[config.mk]
export PLATFORM = sky130hd
export DESIGN_NAME = vga_sync_monitor
export DESIGN_NICKNAME = d
export VERILOG_FILES = /design/src/rtl/vga_sync_monitor.sv
export SDC_FILE = /design/constraint.sdc
export NUM_CORES = 1
export LEC_CHECK = 0
export ABC_AREA = 0
export BUFFER_PORTS_ARGS = -buffer_cell sky130_fd_sc_hd__buf_2
export CAP_MARGIN = 10
export CORE_MARGIN = 1.5
export CORE_UTILIZATION = 50
export DETAILED_ROUTE_END_ITERATION = 6
export PLACE_DENSITY = 0.78
export SLEW_MARGIN = 0
export SYNTH_ARGS = -nofsm -noshare
export SYNTH_HDL_FRONTEND = slang
export SYNTH_SLANG_ARGS = --single-unit
[constraint.sdc]
create_clock -name ClkPort -period 7.8 [get_ports ClkPort]
set_input_delay 1.17 -clock ClkPort [delete_from_list [all_inputs] [get_ports ClkPort]]
set_output_delay 1.17 -clock ClkPort [all_outputs]
set_load 0.005 [all_outputs]
[src/rtl/vga_sync_monitor.sv]
// Receive-side VGA timing checker: measures hSync/vSync timing on the board clock
// and reports lock to the expected mode through a SEARCH/MEASURE/LOCKED machine.
module vga_sync_monitor #(
    parameter int H_PERIOD    = 3200,
    parameter int H_SYNC      = 384,
    parameter int V_LINES     = 525,
    parameter int V_SYNC      = 2,
    parameter int TOL         = 4,
    parameter int LOCK_FRAMES = 2,
    parameter int TIMEOUT     = 12800
) (
    input  logic        ClkPort,
    input  logic        Reset,
    input  logic        hSync,
    input  logic        vSync,
    output logic [15:0] line_period,
    output logic [15:0] hsync_width,
    output logic [9:0]  frame_lines,
    output logic [3:0]  vsync_lines,
    output logic [9:0]  line_idx,
    output logic        locked,
    output logic [7:0]  err_count
);

    typedef enum logic [1:0] {
        SEARCH  = 2'd0,
        MEASURE = 2'd1,
        LOCKED  = 2'd2
    } state_t;

    localparam logic [15:0] HP_MIN    = 16'(H_PERIOD - TOL);
    localparam logic [15:0] HP_MAX    = 16'(H_PERIOD + TOL);
    localparam logic [15:0] HS_MIN    = 16'(H_SYNC - TOL);
    localparam logic [15:0] HS_MAX    = 16'(H_SYNC + TOL);
    localparam logic [15:0] TO_CNT    = 16'(TIMEOUT);
    localparam logic [9:0]  V_LINES_C = 10'(V_LINES);
    localparam logic [3:0]  V_SYNC_C  = 4'(V_SYNC);
    localparam logic [7:0]  LOCK_N    = 8'(LOCK_FRAMES);

    logic        hs_meta_q, hs_sync_q, hs_hist_q;
    logic        vs_meta_q, vs_sync_q, vs_hist_q;
    logic        h_fall, h_rise, v_fall, v_rise;
    logic [15:0] hcnt_q, hcnt_d, line_period_q, line_period_d;
    logic [15:0] wcnt_q, wcnt_d, hsync_width_q, hsync_width_d;
    logic [9:0]  lcnt_q, lcnt_d, frame_lines_q, frame_lines_d;
    logic [3:0]  vcnt_q, vcnt_d, vsync_lines_q, vsync_lines_d;
    logic        h_valid_q, h_valid_d, frame_bad_q, frame_bad_d;
    state_t      state_q, state_d;
    logic [7:0]  good_q, good_d, err_q, err_d;
    logic        h_viol, w_viol, f_viol, timeout;

    // Synchronizers idle high so reset never fabricates an edge on a quiet line.
    always_ff @(posedge ClkPort or posedge Reset) begin
        if (Reset) begin
            hs_meta_q <= 1'b1;
            hs_sync_q <= 1'b1;
            hs_hist_q <= 1'b1;
            vs_meta_q <= 1'b1;
            vs_sync_q <= 1'b1;
            vs_hist_q <= 1'b1;
        end else begin
            hs_meta_q <= hSync;
            hs_sync_q <= hs_meta_q;
            hs_hist_q <= hs_sync_q;
            vs_meta_q <= vSync;
            vs_sync_q <= vs_meta_q;
            vs_hist_q <= vs_sync_q;
        end
    end

    assign h_fall = hs_hist_q & ~hs_sync_q;
    assign h_rise = ~hs_hist_q & hs_sync_q;
    assign v_fall = vs_hist_q & ~vs_sync_q;
    assign v_rise = ~vs_hist_q & vs_sync_q;

    always_comb begin
        hcnt_d        = (&hcnt_q) ? hcnt_q : hcnt_q + 16'd1;
        line_period_d = line_period_q;
        h_valid_d     = h_valid_q;
        if (h_fall) begin
            line_period_d = hcnt_q;
            hcnt_d        = 16'd1;
            h_valid_d     = 1'b1;
        end

        wcnt_d        = wcnt_q;
        hsync_width_d = hsync_width_q;
        if (h_rise) begin
            hsync_width_d = wcnt_q;
            wcnt_d        = '0;
        end else if (!hs_sync_q && !(&wcnt_q)) begin
            wcnt_d = wcnt_q + 16'd1;
        end

        // A fall coincident with the vSync fall opens the new frame.
        lcnt_d        = lcnt_q;
        frame_lines_d = frame_lines_q;
        if (v_fall) begin
            frame_lines_d = lcnt_q;
            lcnt_d        = h_fall ? 10'd1 : 10'd0;
        end else if (h_fall && !(&lcnt_q)) begin
            lcnt_d = lcnt_q + 10'd1;
        end

        vcnt_d        = vcnt_q;
        vsync_lines_d = vsync_lines_q;
        if (v_rise) begin
            vsync_lines_d = vcnt_q;
            vcnt_d        = '0;
        end else if (h_fall && !vs_sync_q && !(&vcnt_q)) begin
            vcnt_d = vcnt_q + 4'd1;
        end
    end

    assign h_viol  = h_fall & h_valid_q & ((hcnt_q < HP_MIN) | (hcnt_q > HP_MAX));
    assign w_viol  = h_rise & ((wcnt_q < HS_MIN) | (wcnt_q > HS_MAX));
    assign f_viol  = v_fall & ((lcnt_q != V_LINES_C) | (vsync_lines_q != V_SYNC_C));
    assign timeout = (hcnt_q == TO_CNT);

    always_comb begin
        frame_bad_d = v_fall ? 1'b0 : (frame_bad_q | h_viol | w_viol);
        state_d     = state_q;
        good_d      = good_q;
        err_d       = err_q;
        if (timeout) begin
            if (state_q == LOCKED && err_q != 8'hFF) err_d = err_q + 8'd1;
            state_d = SEARCH;
        end else begin
            case (state_q)
                SEARCH: begin
                    if (v_fall) begin
                        state_d = MEASURE;
                        good_d  = '0;
                    end
                end
                MEASURE: begin
                    if (v_fall) begin
                        if (frame_bad_q | h_viol | w_viol | f_viol) begin
                            good_d = '0;
                        end else begin
                            good_d = good_q + 8'd1;
                            if (good_q + 8'd1 >= LOCK_N) state_d = LOCKED;
                        end
                    end
                end
                LOCKED: begin
                    if (h_viol | w_viol | f_viol) begin
                        state_d = SEARCH;
                        if (err_q != 8'hFF) err_d = err_q + 8'd1;
                    end
                end
                default: state_d = SEARCH;
            endcase
        end
    end

    always_ff @(posedge ClkPort or posedge Reset) begin
        if (Reset) begin
            hcnt_q        <= '0;
            line_period_q <= '0;
            h_valid_q     <= 1'b0;
            wcnt_q        <= '0;
            hsync_width_q <= '0;
            lcnt_q        <= '0;
            frame_lines_q <= '0;
            vcnt_q        <= '0;
            vsync_lines_q <= '0;
            frame_bad_q   <= 1'b0;
            state_q       <= SEARCH;
            good_q        <= '0;
            err_q         <= '0;
        end else begin
            hcnt_q        <= hcnt_d;
            line_period_q <= line_period_d;
            h_valid_q     <= h_valid_d;
            wcnt_q        <= wcnt_d;
            hsync_width_q <= hsync_width_d;
            lcnt_q        <= lcnt_d;
            frame_lines_q <= frame_lines_d;
            vcnt_q        <= vcnt_d;
            vsync_lines_q <= vsync_lines_d;
            frame_bad_q   <= frame_bad_d;
            state_q       <= state_d;
            good_q        <= good_d;
            err_q         <= err_d;
        end
    end

    assign line_period = line_period_q;
    assign hsync_width = hsync_width_q;
    assign frame_lines = frame_lines_q;
    assign vsync_lines = vsync_lines_q;
    assign line_idx    = lcnt_q;
    assign locked      = (state_q == LOCKED);
    assign err_count   = err_q;

endmodule

=== Word-level counts from Yosys, hierarchy flattened ===
Cells that the tools add are included.
Widths: inputs -> output; s select.

* Memory bits (writable): 0
* Input bits: 4
* ROM bits: 0
* Register bits after elaboration: 118
* Memories kept: 0
* Bits in latches: 0
* Output and inout bits: 65

* Multipliers: 0
* Eq/ne operators: 15
* Muxes and demuxes: 26
* Divide/modulo/power cells: 0
* Reductions and logical operators: 25
* Add/sub/neg operators: 6
* Shifts and indexed selects: 0
* Magnitude comparators: 5
* Bitwise logic cells: 21

{| class="wikitable"
|+ Operator list
! cell !! number
|-
| $mux 16 || 4
|-
| $mux 8 || 8
|-
| $add 16x1->16 const B || 2
|-
| $reduce_and 16->1 || 2
|-
| $mux 10 || 2
|-
| $add 8x1->8 const B || 2
|-
| $eq 16x14->1 const B || 1
|-
| $gt 16x12->1 const B || 1
|-
| $gt 16x9->1 const B || 1
|-
| $lt 16x12->1 const B || 1
|-
| $lt 16x9->1 const B || 1
|-
| $pmux 8 s2 || 1
|-
| $reduce_bool 2->1 || 7
|-
| $mux 2 || 6
|-
| $ne 3x3->1 const B || 4
|-
| $reduce_and 4->1 || 3
|-
| $add 10x1->10 const B || 1
|-
| $ne 10x10->1 const B || 1
|-
| $reduce_and 10->1 || 1
|-
| $and 1x1->1 || 8
|-
| $ge 8x2->1 const B || 1
|-
| $mux 4 || 2
|-
| $ne 8x8->1 const B || 1
|-
| $or 1x1->1 || 8
|-
| other kinds (14) || 29
|}

=== Longest topological paths before layout ===
Gate-level depths: netlist of run 1.

* Depth in word-level cells: 11
* Depth in mapped cells: 9

=== Worst setup path before layout of run 1 ===
No wires, ideal clock.

* Kind: flip-flop to flip-flop
* From: register hcnt_q[5]
* To: register err_q[1] (netlist: err_count[1])
* Slack: 5.823 ns
* Data arrival time: 1.850 ns
* Clock period less this slack: 1.977 ns
* Cell stages (with the launch flop): 8
* Data required time: 7.673 ns
* Setup time: 0.127 ns
* Path through: dfrtp_1 > buf_2 > nand3_2 > or3_1 > a211oi_2 > o22a_4 > a21o_1 > mux2_1

* Word-level cells in the longest chain between the ends: 7
* Elaborated cells between the ends (all ways): 13
* Those cells by class: order compare (2); eq/ne (2); mux (1); bitwise (4); reduce/logical (4)

{| class="wikitable"
|+ Ends and longest elaborated chain
! what !! RTL line !! RTL
|-
| from (decl) || 43 || <nowiki>logic [15:0] hcnt_q, hcnt_d, line_period_q, line_period_d;</nowiki>
|-
| from (signal assigned) || 173 || <nowiki>hcnt_q <= hcnt_d;</nowiki>
|-
| $lt 16x12->1 or $gt 16x12->1 (tied branches) || 115 || <nowiki>assign h_viol = h_fall & h_valid_q & ((hcnt_q < HP_MIN) | (hcnt_q > HP_MAX));</nowiki>
|-
| $or 1x1->1 || 115 ||
|-
| $and 1x1->1 || 115 ||
|-
| $or 1x1->1 (2 in a row) || 147 || <nowiki>if (h_viol | w_viol | f_viol) begin</nowiki>
|-
| $reduce_bool 2->1 (no line) || -- ||
|-
| $reduce_and 4->1 (no line) || -- ||
|-
| to (signal assigned) || 185 || <nowiki>err_q <= err_d;</nowiki>
|-
| to (decl) || 49 || <nowiki>logic [7:0] good_q, good_d, err_q, err_d;</nowiki>
|}

Several ways; a longest one is shown, not always the timed one.
A chain may end at the register's enable or synchronous reset.

=== Worst setup path in the final report of run 1 ===
* From: register state_q[0]
* To: output locked

* Word-level cells in the longest chain between the ends: 1

{| class="wikitable"
|+ Ends and longest elaborated chain
! what !! RTL line !! RTL
|-
| from (decl) || 48 || <nowiki>state_t state_q, state_d;</nowiki>
|-
| from (signal assigned) || 183 || <nowiki>state_q <= state_d;</nowiki>
|-
| $eq 2x2->1 || 194 || <nowiki>assign locked = (state_q == LOCKED);</nowiki>
|-
| to (decl) || 21 || <nowiki>output logic locked,</nowiki>
|}

Every way passes these cells.

==> reports/metrics.csv, run 1 <==
metric,value,unit
setup_slack,5311,ps
drt_wl_total,12100,um
final_core_util,60.97,%
overflow,0,
register_area,0.002960,sq mm
cp_slowest_stage_delay,410,ps
post-place-ws,5187,ps
syn_avg_cell_area,9.427,sq um
critPathTopFamily,flip-flops,
via_count,4520,
startpoint_type,flip-flop,
synth_fa_ha_area_share,2.231,%
cts-root-buf,clkbuf_8,
min_path_type,reg2reg,
syn_to_final_growth,18.36,%
syn_inst,595,
critical_path_required,6630,ps
io_buffers,68,
yosys.cell_types.count,59,
die_w,108.9,um
drt_iter0_drc,215,
die_area,0.01186,sq mm
grt_usage,22.04,%
grt_pass1_wl,20350,um
cp_slowest_cell,dfrtp_1,
avgViaCountPerCell,5.573,
core_area,0.01089,sq mm
final-setup-viol-count,0,
worstSkewPairLatency,520,ps
layout.nets,673,
cts_sinks,118,
final.setup.tns,0,ps
p_leak,0.003293,uW
timing.final.max_slew_violations,0,
fp-row-count,38,
pwr_density_cell,244.1,mW/mm^2
ys_seq_area_share,52.78,%
multi_input_area,0.002474,sq mm
ys_warn_count,0,
critical_path_class,reg2out,
synth_edf_count,0,
place_congestion,0.8768,
cts_tree,yes,
holdWs,355.9,ps
crit_path_end_kind,output port,
cts_buffer_depth,2,
cts_made_buffers,17,
worst_pin_slew,946.4,ps
wire_per_inst,14.92,um
drc_errors,0,
synth_area,0.005609,sq mm
async_flop_share,100.0,%
design.portCount,69,
synthFlopType,dfrtp_1,
cts_max_level,4,
period_needed,2489,ps
grt_start_max_net_pins,61,
fillers,903,
ant_nets,0,
critPathBufInv,1,
critPathArrivalTime,1320,ps
rsz0062_at_grt,no,
outcome,finished clean,
dr.pass1.iters,5,
cts_setup_buffers,0,
ys_ff_latch,118,
layout_common_cells,"nand2_1, dfrtp_1, buf_2",
synth_nets,609,
period_share,31.91,%
dpl.hpwl,8037,um
fmax,401.8,MHz
die_h,108.9,um
synth_top_family_by_area,simple AND/OR/NAND/NOR gates,
clk_pin_slew,60,ps
synth_xor_area_share,5.934,%
antenna_found_initial,0,
final_common_cell,nand2_1,
maxCapViolations,0,
diodes,0,
slew_headroom,36.91,%
cp_max_fo,4,
final_layout_size_suffix_gt1_share,18.63,%
crit_chain,nor2_1 > buf_2,
initial_utilization,51.52,%
synthMuxAreaShare,1.539,%
finalHoldViolCount,0,
cts_resized,0,
yosys.area_share.simple,25.81,%
skew,9.410,ps
hold_buffers,0,
grt_pass1_vias,4337,
worst_ir_drop_vdd,157.2,uV
synth_compound_area_share,8.543,%
[logic make-up after synthesis]
group	after synthesis
buffers and inverters	43
DFF	118
xor gates and xnor gates	38
and+or+nand+nor	313
muxes	8
adders and majority gates	10
AOI/OAI and AO/OA	65
[final cells by class]
type / instances / share of cell area (%)
clock inverter: 11 / 2.280
clock buffer: 20 / 6.709
tap: 140 / 2.639
multi-input combinational: 434 / 37.26
timing repair buffer: 72 / 5.579
inverter: 16 / 0.9423
sequential: 118 / 44.59
[synthesized netlist by cell type, types with 10 or more instances]
master    number  share of area, %
nor2_1        54               3.6
o21ai_0       18               1.6
clkbuf_1      23               1.5
nand4_1       17               1.9
xnor2_1       18               2.8
inv_1         16               1.1
ha_1          10               2.2
dfrtp_1      112                50
nand3_1       29               2.6
nor3_1        13               1.2
nand2_1      148               9.9
xor2_1        20               3.1
[report_power, final]
part	internal, uW	switching [uW]	total (uW)
Sequential	652	43.3	695
Clock	502	279	781
Combinational	57.5	86.6	144
Total	1210	409	1620
[stage by stage]
stage,cells,total power [uW],area (sq um)
floorplan,595,792.9,5609
global placement,780,838.8,6042
detailed placement,780,849.1,6042
CTS,811,1631,6639
global route,811,1686,6639
finish,811,1620,6639
[layer usage]
| metal | GRT usage, % | vias to the layer above | part of all wire, % |
|---|---|---|---|
| met2 | 36.25 | 130 | 49 |
| met1 | 28.03 | 2204 | 44 |
| met5 | 0 | - | 0 |
| li1 | - | 2162 | - |
| met3 | 5.380 | 24 | 5.1 |
| met4 | 8.553 | 0 | 2.1 |
[final timing paths]
kind / startpoint / end / slack [ps] / cells after the start
max: state_q[0] / locked / 5310 / 2
min: vs_meta_q / vs_sync_q / 360 / 0
max reg2reg: hs_sync_q / err_count[7] / 5450 / 4
min reg2reg: vs_meta_q / vs_sync_q / 360 / 0
max in group asynchronous: Reset / h_valid_q / 5820 / 3
min in group asynchronous: Reset / hsync_width[12] / 790 / 2
[registers in the layout, summed over array words and instances, names as in the netlist, 2 cells and up]
name         cells
line_idx        10
line_period     16
vcnt_q           4
frame_lines     10
vsync_lines      4
state_q          2
hcnt_q          16
hsync_width     16
err_count        8
wcnt_q          16
good_q           8
Note: power is estimated with default switching activity, not from simulation.
==> run 2: changes to the inputs <==
- clock period: 7.8 -> 2.3 ns (I/O delays scaled with it)
==> run 2 against run 1 <==
Against the previous run: core utilization grew 1.5 points; clock skew shrank 1.0 ps; hold slack is essentially flat; combinational power grew to 3.6 times the previous value; highest routed layer unchanged; die area is the same; largest cell class unchanged.
==> reports/metrics.csv, run 2 (synthesized netlist as in run 1, its figures left out) <==
metric,value,unit,change
startpoint_type,flip-flop,,unchanged
placed_area,0.006196,sq mm,was 0.006042 sq mm
period_needed,2187,ps,
worstSkewPairLatency,530,ps,was 520 ps
fp-row-count,38,,unchanged
overflow,0,,unchanged
cts_sinks,118,,unchanged
final_layout_size_suffix_gt1_share,21.33,%,was 18.63%
critical_path_class,reg2reg,,was reg2out
io_buffers,68,,unchanged
ant_nets,0,,unchanged
layout.nets,695,,was 673
core_area,0.01089,sq mm,unchanged
drt_iter0_drc,245,,was 215
timing.final.max_slew_violations,0,,unchanged
dr.pass1.iters,4,,was 5
cts_tree,yes,,unchanged
cp_max_fo,10,,was 4
layout_common_cells,"nand2_1, dfrtp_1, buf_2",,unchanged
place_congestion,0.8786,,was 0.8768
final-setup-viol-count,0,,unchanged
grt_usage,22.45,%,was 22.04%
avgViaCountPerCell,5.451,,was 5.573
stdcell_area,0.006800,sq mm,was 0.006639 sq mm
die_area,0.01186,sq mm,unchanged
die_h,108.9,um,unchanged
wire_per_inst,14.80,um,was 14.92 um
syn_to_final_growth,21.24,%,was 18.36%
antenna_found_initial,0,,unchanged
drt_wl_total,12350,um,was 12100 um
crit_path_end_kind,flip-flop,,was output port
finalHoldViolCount,0,,unchanged
worst_pin_slew,665.3,ps,was 946.4 ps
crit_chain,nand3_2 > or3_1 > a211oi_4 > o22a_4 > a21o_1 > mux2_1,,was nor2_1 > buf_2
diodes,0,,unchanged
worst_ir_drop_vdd,424.5,uV,was 157.2 uV
grt_pass1_wl,20950,um,was 20350 um
pwr_density_cell,770.4,mW/mm^2,was 244.1 mW/mm^2
skew,8.392,ps,was 9.410 ps
critical_path_required,2700,ps,was 6630 ps
drc_errors,0,,unchanged
cp_slowest_stage_delay,460,ps,was 410 ps
fmax,457.3,MHz,
clk_pin_slew,60,ps,about the same
p_leak,0.003384,uW,was 0.003293 uW
via_count,4546,,was 4520
cts_max_level,4,,unchanged
period_share,95.08,%,
cts-root-buf,clkbuf_8,,unchanged
holdWs,356.3,ps,was 355.9 ps
design.portCount,69,,unchanged
critPathArrivalTime,2590,ps,was 1320 ps
cp_slowest_cell,dfrtp_1,,unchanged
final_common_cell,nand2_1,,unchanged
min_path_type,reg2reg,,unchanged
grt_start_max_net_pins,55,,was 61
maxCapViolations,0,,unchanged
rrSetupSlack,110,ps,was 5450 ps
die_w,108.9,um,unchanged
initial_utilization,51.52,%,unchanged
dpl.hpwl,8447,um,was 8037 um
cts_buffer_depth,2,,unchanged
cts_made_buffers,17,,unchanged
outcome,finished clean,,unchanged
grt_pass1_vias,4465,,was 4337
slew_headroom,55.55,%,was 36.91%
==> run 2: changes by cell type in the layout (fill, tap and decap cells not counted), sizes merged <==
cell | before | now
inv | 16 | 21
clkinvlp | 4 | 5
clkinv | 4 | 5
dlygate4sd3 | 0 | 3
buf | 72 | 91
clkbuf | 20 | 17
bufinv | 3 | 0
==> run 2: worst max-delay path, delay by kind of cell (launching register included) <==
family	cells	cell delay [ps]
AOI/OAI and AO/OA	3	750
DFF	1	460
muxes	1	320
and+or+nand+nor	2	530
==> run 2: power breakdown <==
group / switching (uW) / internal, uW / total (uW)
Combinational: 301 / 224 / 525
Sequential: 130 / 2210 / 2340
Clock: 1030 / 1340 / 2370
==> run 2: layout make-up <==
type,instances,area [sq um]
inverters,16,63.81
clock inverters,15,118.9
repair buffers,94,580.6
well taps,140,175.2
clock buffers,17,414.1
multi-input cells,434,2487
flip-flops and latches,118,2960
fillers,888,4088
==> run 2: metrics by stage <==
stage / utilization [%] / setup TNS, ps / setup WS (ps) / power (uW) / cells
finish: 62.46 / 0 / 113.2 / 5239 / 834
global route: 62.46 / -11.06 / -9.060 / 5470 / 834
CTS: 62.08 / 0 / 34.21 / 5264 / 832
detailed placement: 56.91 / 0 / 66.40 / 2889 / 797
global placement: 56.91 / 0 / 115.7 / 2866 / 797
floorplan: - / 0 / 322.6 / 2689 / 595
==> run 2: worst paths after layout <==
path,depth (start not counted),to,from
max,6,err_count[1],hcnt_q[4]
min,0,vs_sync_q,vs_meta_q
min reg2reg,0,vs_sync_q,vs_meta_q
min in group asynchronous,3,hsync_width[1],Reset
max in group asynchronous,4,vs_hist_q,Reset
max reg2reg,6,err_count[1],hcnt_q[4]
==> run 2: routing by layer <==
layer / vias to the layer above / GRT usage [%] / routed length (um)
met5: - / 0 / 0
met4: 0 / 10.06 / 280
met3: 28 / 4.304 / 405
met2: 105 / 36.92 / 6082
met1: 2217 / 28.76 / 5578
li1: 2196 / - / -
==> run 2: what timing repair did <==
action / in CTS / in global routing
gates resized for setup: 0 / 3
hold buffers: 3 / 0
endpoints found under the setup margin: 0 / 2
hold endpoints to repair: 30 / 0
setup buffers: 0 / 2
==> run 3: changes to the inputs <==
- CELL_PAD_IN_SITES_DETAIL_PLACEMENT: unset -> 0
- CELL_PAD_IN_SITES_GLOBAL_PLACEMENT: unset -> 2
- CORE_UTILIZATION: 50 -> 36
- PLACE_DENSITY: 0.78 -> 0.87
==> run 3 against run 2 <==
Against the previous run: cell area increased by 2.8%; clock power increased by 19%; clock skew up 6.0 ps; worst setup slack improved by 60 ps; combinational power fell by 1%; final cell count rose by 6.4%; non-clock buffer count is 5 higher; hold slack got worse by 320 ps; global-route usage fell by 5.4 points; flip-flop and latch count did not move; critical endpoint unchanged; largest cell class unchanged; largest power group unchanged.
==> reports/metrics.csv, run 3 (synthesized netlist as in run 1, its figures left out) <==
metric,value,unit,change
place_congestion,0.8752,,was 0.8786
period_share,92.45,%,was 95.08%
cts_tree,yes,,unchanged
ant_nets,0,,unchanged
critPathArrivalTime,2430,ps,was 2590 ps
critical_path_class,reg2reg,,unchanged
dr.pass1.iters,4,,unchanged
reg2regPathDepth,6,,unchanged
overflow,0,,unchanged
pwr_density_cell,813.6,mW/mm^2,was 770.4 mW/mm^2
fp-row-count,45,,was 38
startpoint_type,flip-flop,,unchanged
rrSetupSlack,170,ps,was 110 ps
grt_pass1_wl,21920,um,was 20950 um
rsz0062_at_grt,no,,
r2r_end,err_count[1],,unchanged
fmax,470.3,MHz,was 457.3 MHz
core_area,0.01520,sq mm,was 0.01089 sq mm
cp_slowest_cell,dfrtp_1,,unchanged
diodes,0,,unchanged
crit_chain,nor4_2 > nand3_1 > a211oi_4 > o22a_4 > a21o_1 > mux2_1,,was nand3_2 > or3_1 > a211oi_4 > o22a_4 > a21o_1 > mux2_1
maxCapViolations,0,,unchanged
final.setup.tns,0,ps,unchanged
critPathBufInv,0,,unchanged
min_path_type,in2async,,was reg2reg
wire_per_inst,14.38,um,was 14.80 um
final_core_util,45.97,%,was 62.46%
worstSkewPairLatency,430,ps,was 530 ps
report.power.total,5685,uW,was 5239 uW
die_w,127.8,um,was 108.9 um
finalHoldViolCount,0,,unchanged
io_buffers,68,,unchanged
period_needed,2126,ps,was 2187 ps
avgViaCountPerCell,5.061,,was 5.451
die_h,127.8,um,was 108.9 um
clk_pin_slew,60,ps,about the same
drt_wl_total,12760,um,was 12350 um
grt_start_max_net_pins,93,,was 55
reg2reg_from,hcnt_q[3],,was hcnt_q[4]
register_area,0.002962,sq mm,was 0.002960 sq mm
worst_ir_drop_vdd,503.3,uV,was 424.5 uV
critPathTopFamily,compound AO/OA/AOI/OAI gates,,unchanged
fillers,1495,,was 888
syn_to_final_growth,24.58,%,was 21.24%
cts_sinks,118,,unchanged
dpl.hpwl,8797,um,was 8447 um
design.portCount,69,,unchanged
initial_utilization,36.90,%,was 51.52%
layout.nets,700,,was 695
die_area,0.01634,sq mm,was 0.01186 sq mm
final_layout_size_suffix_gt1_share,22.32,%,was 21.33%
via_count,4489,,was 4546
cts-root-buf,clkbuf_16,,was clkbuf_8
multi_input_area,0.002506,sq mm,was 0.002487 sq mm
worst_pin_slew,695.7,ps,was 665.3 ps
final-setup-viol-count,0,,unchanged
cts_max_level,4,,unchanged
critical_path_required,2600,ps,was 2700 ps
cp_max_fo,8,,was 10
crit_path_end_kind,flip-flop,,unchanged
drc_errors,0,,unchanged
p_leak,0.003456,uW,was 0.003384 uW
outcome,finished clean,,unchanged
slew_headroom,53.30,%,was 55.55%
antenna_found_initial,0,,unchanged
cts_buffer_depth,2,,unchanged
drt_iter0_drc,234,,was 245
grt_pass1_vias,4427,,was 4465
timing.final.max_slew_violations,0,,unchanged
cts_made_buffers,17,,unchanged
grt_usage,17.04,%,was 22.45%
final_common_cell,nand2_1,,unchanged
skew,14.42,ps,was 8.392 ps
cp_slowest_stage_delay,460,ps,about the same
layout_common_cells,"nand2_1, dfrtp_1, buf_2",,unchanged
[run 3: changes by cell type in the layout (fill, tap and decap cells not counted), sizes merged]
cell,change
clkinvlp,-2
inv,-6
clkbuf,+3
buf,+7
bufinv,+4
clkinv,+1
dlygate4sd3,-2
[run 3: final cells by class]
cell class | count | share of cell area (%)
clock buffers | 20 | 6.535
clock inverters | 12 | 2.525
inverters | 16 | 0.9132
multi-input cells | 434 | 35.86
flip-flops and latches | 118 | 42.38
well taps | 188 | 3.366
repair buffers | 99 | 8.415
[run 3: what timing repair did]
| item | 4_1_cts | 5_1_grt |
|---|---|---|
| endpoints found under the setup margin | 0 | 4 |
| hold buffers | 1 | 0 |
| endpoints found under the hold margin | 1 | 0 |
| buffers inserted | 0 | 0 |
| gates resized for setup | 0 | 6 |
[run 3: report_power, final]
group	switching, uW	leakage [uW]	internal (uW)	total [uW]
Combinational	301	0.00156	219	520
Sequential	137	0.00159	2210	2350
Clock	951	0.000306	1870	2820
Total	1390	0.00346	4300	5690
[run 3: through the flow]
| step | hold WS (ps) | instance area (sq um) | cells | setup WS (ps) |
|---|---|---|---|---|
| final | 34.54 | 6988 | 887 | 173.6 |
| after global routing | 17.78 | 6988 | 887 | 24.70 |
| after global placement | 345.9 | 6311 | 854 | 201.4 |
| after floorplan | 345.2 | 5613 | 595 | 322.6 |
| after CTS | 29.48 | 6954 | 887 | 114.4 |
| after detailed placement | 347.5 | 6311 | 854 | 137.1 |
[run 3: tightest hold or removal path, delay by kind of cell]
kind	cells	cell delay [ps]
buffers and inverters	3	500
[run 3: worst max path at each step]
stage                     startpoint            to  depth (start not counted)
after floorplan            hcnt_q[5]  err_count[1]                          7
after global placement     hcnt_q[3]  err_count[1]                          6
after detailed placement   hcnt_q[0]  err_count[7]                          7
after CTS                  hcnt_q[0]  err_count[7]                          7
after global routing       hcnt_q[3]  err_count[1]                          6
final                      hcnt_q[3]  err_count[1]                          6
[run 3: metal layers]
metal | wire length, um | global-route usage (%) | up-vias | part of all wire (%)
met5 | 0 | 0 | - | 0
met3 | 431 | 4.591 | 12 | 3.4
met4 | 196 | 7.667 | 0 | 1.5
met2 | 6371 | 27.51 | 81 | 50
li1 | - | - | 2212 | -
met1 | 5760 | 21.42 | 2184 | 45
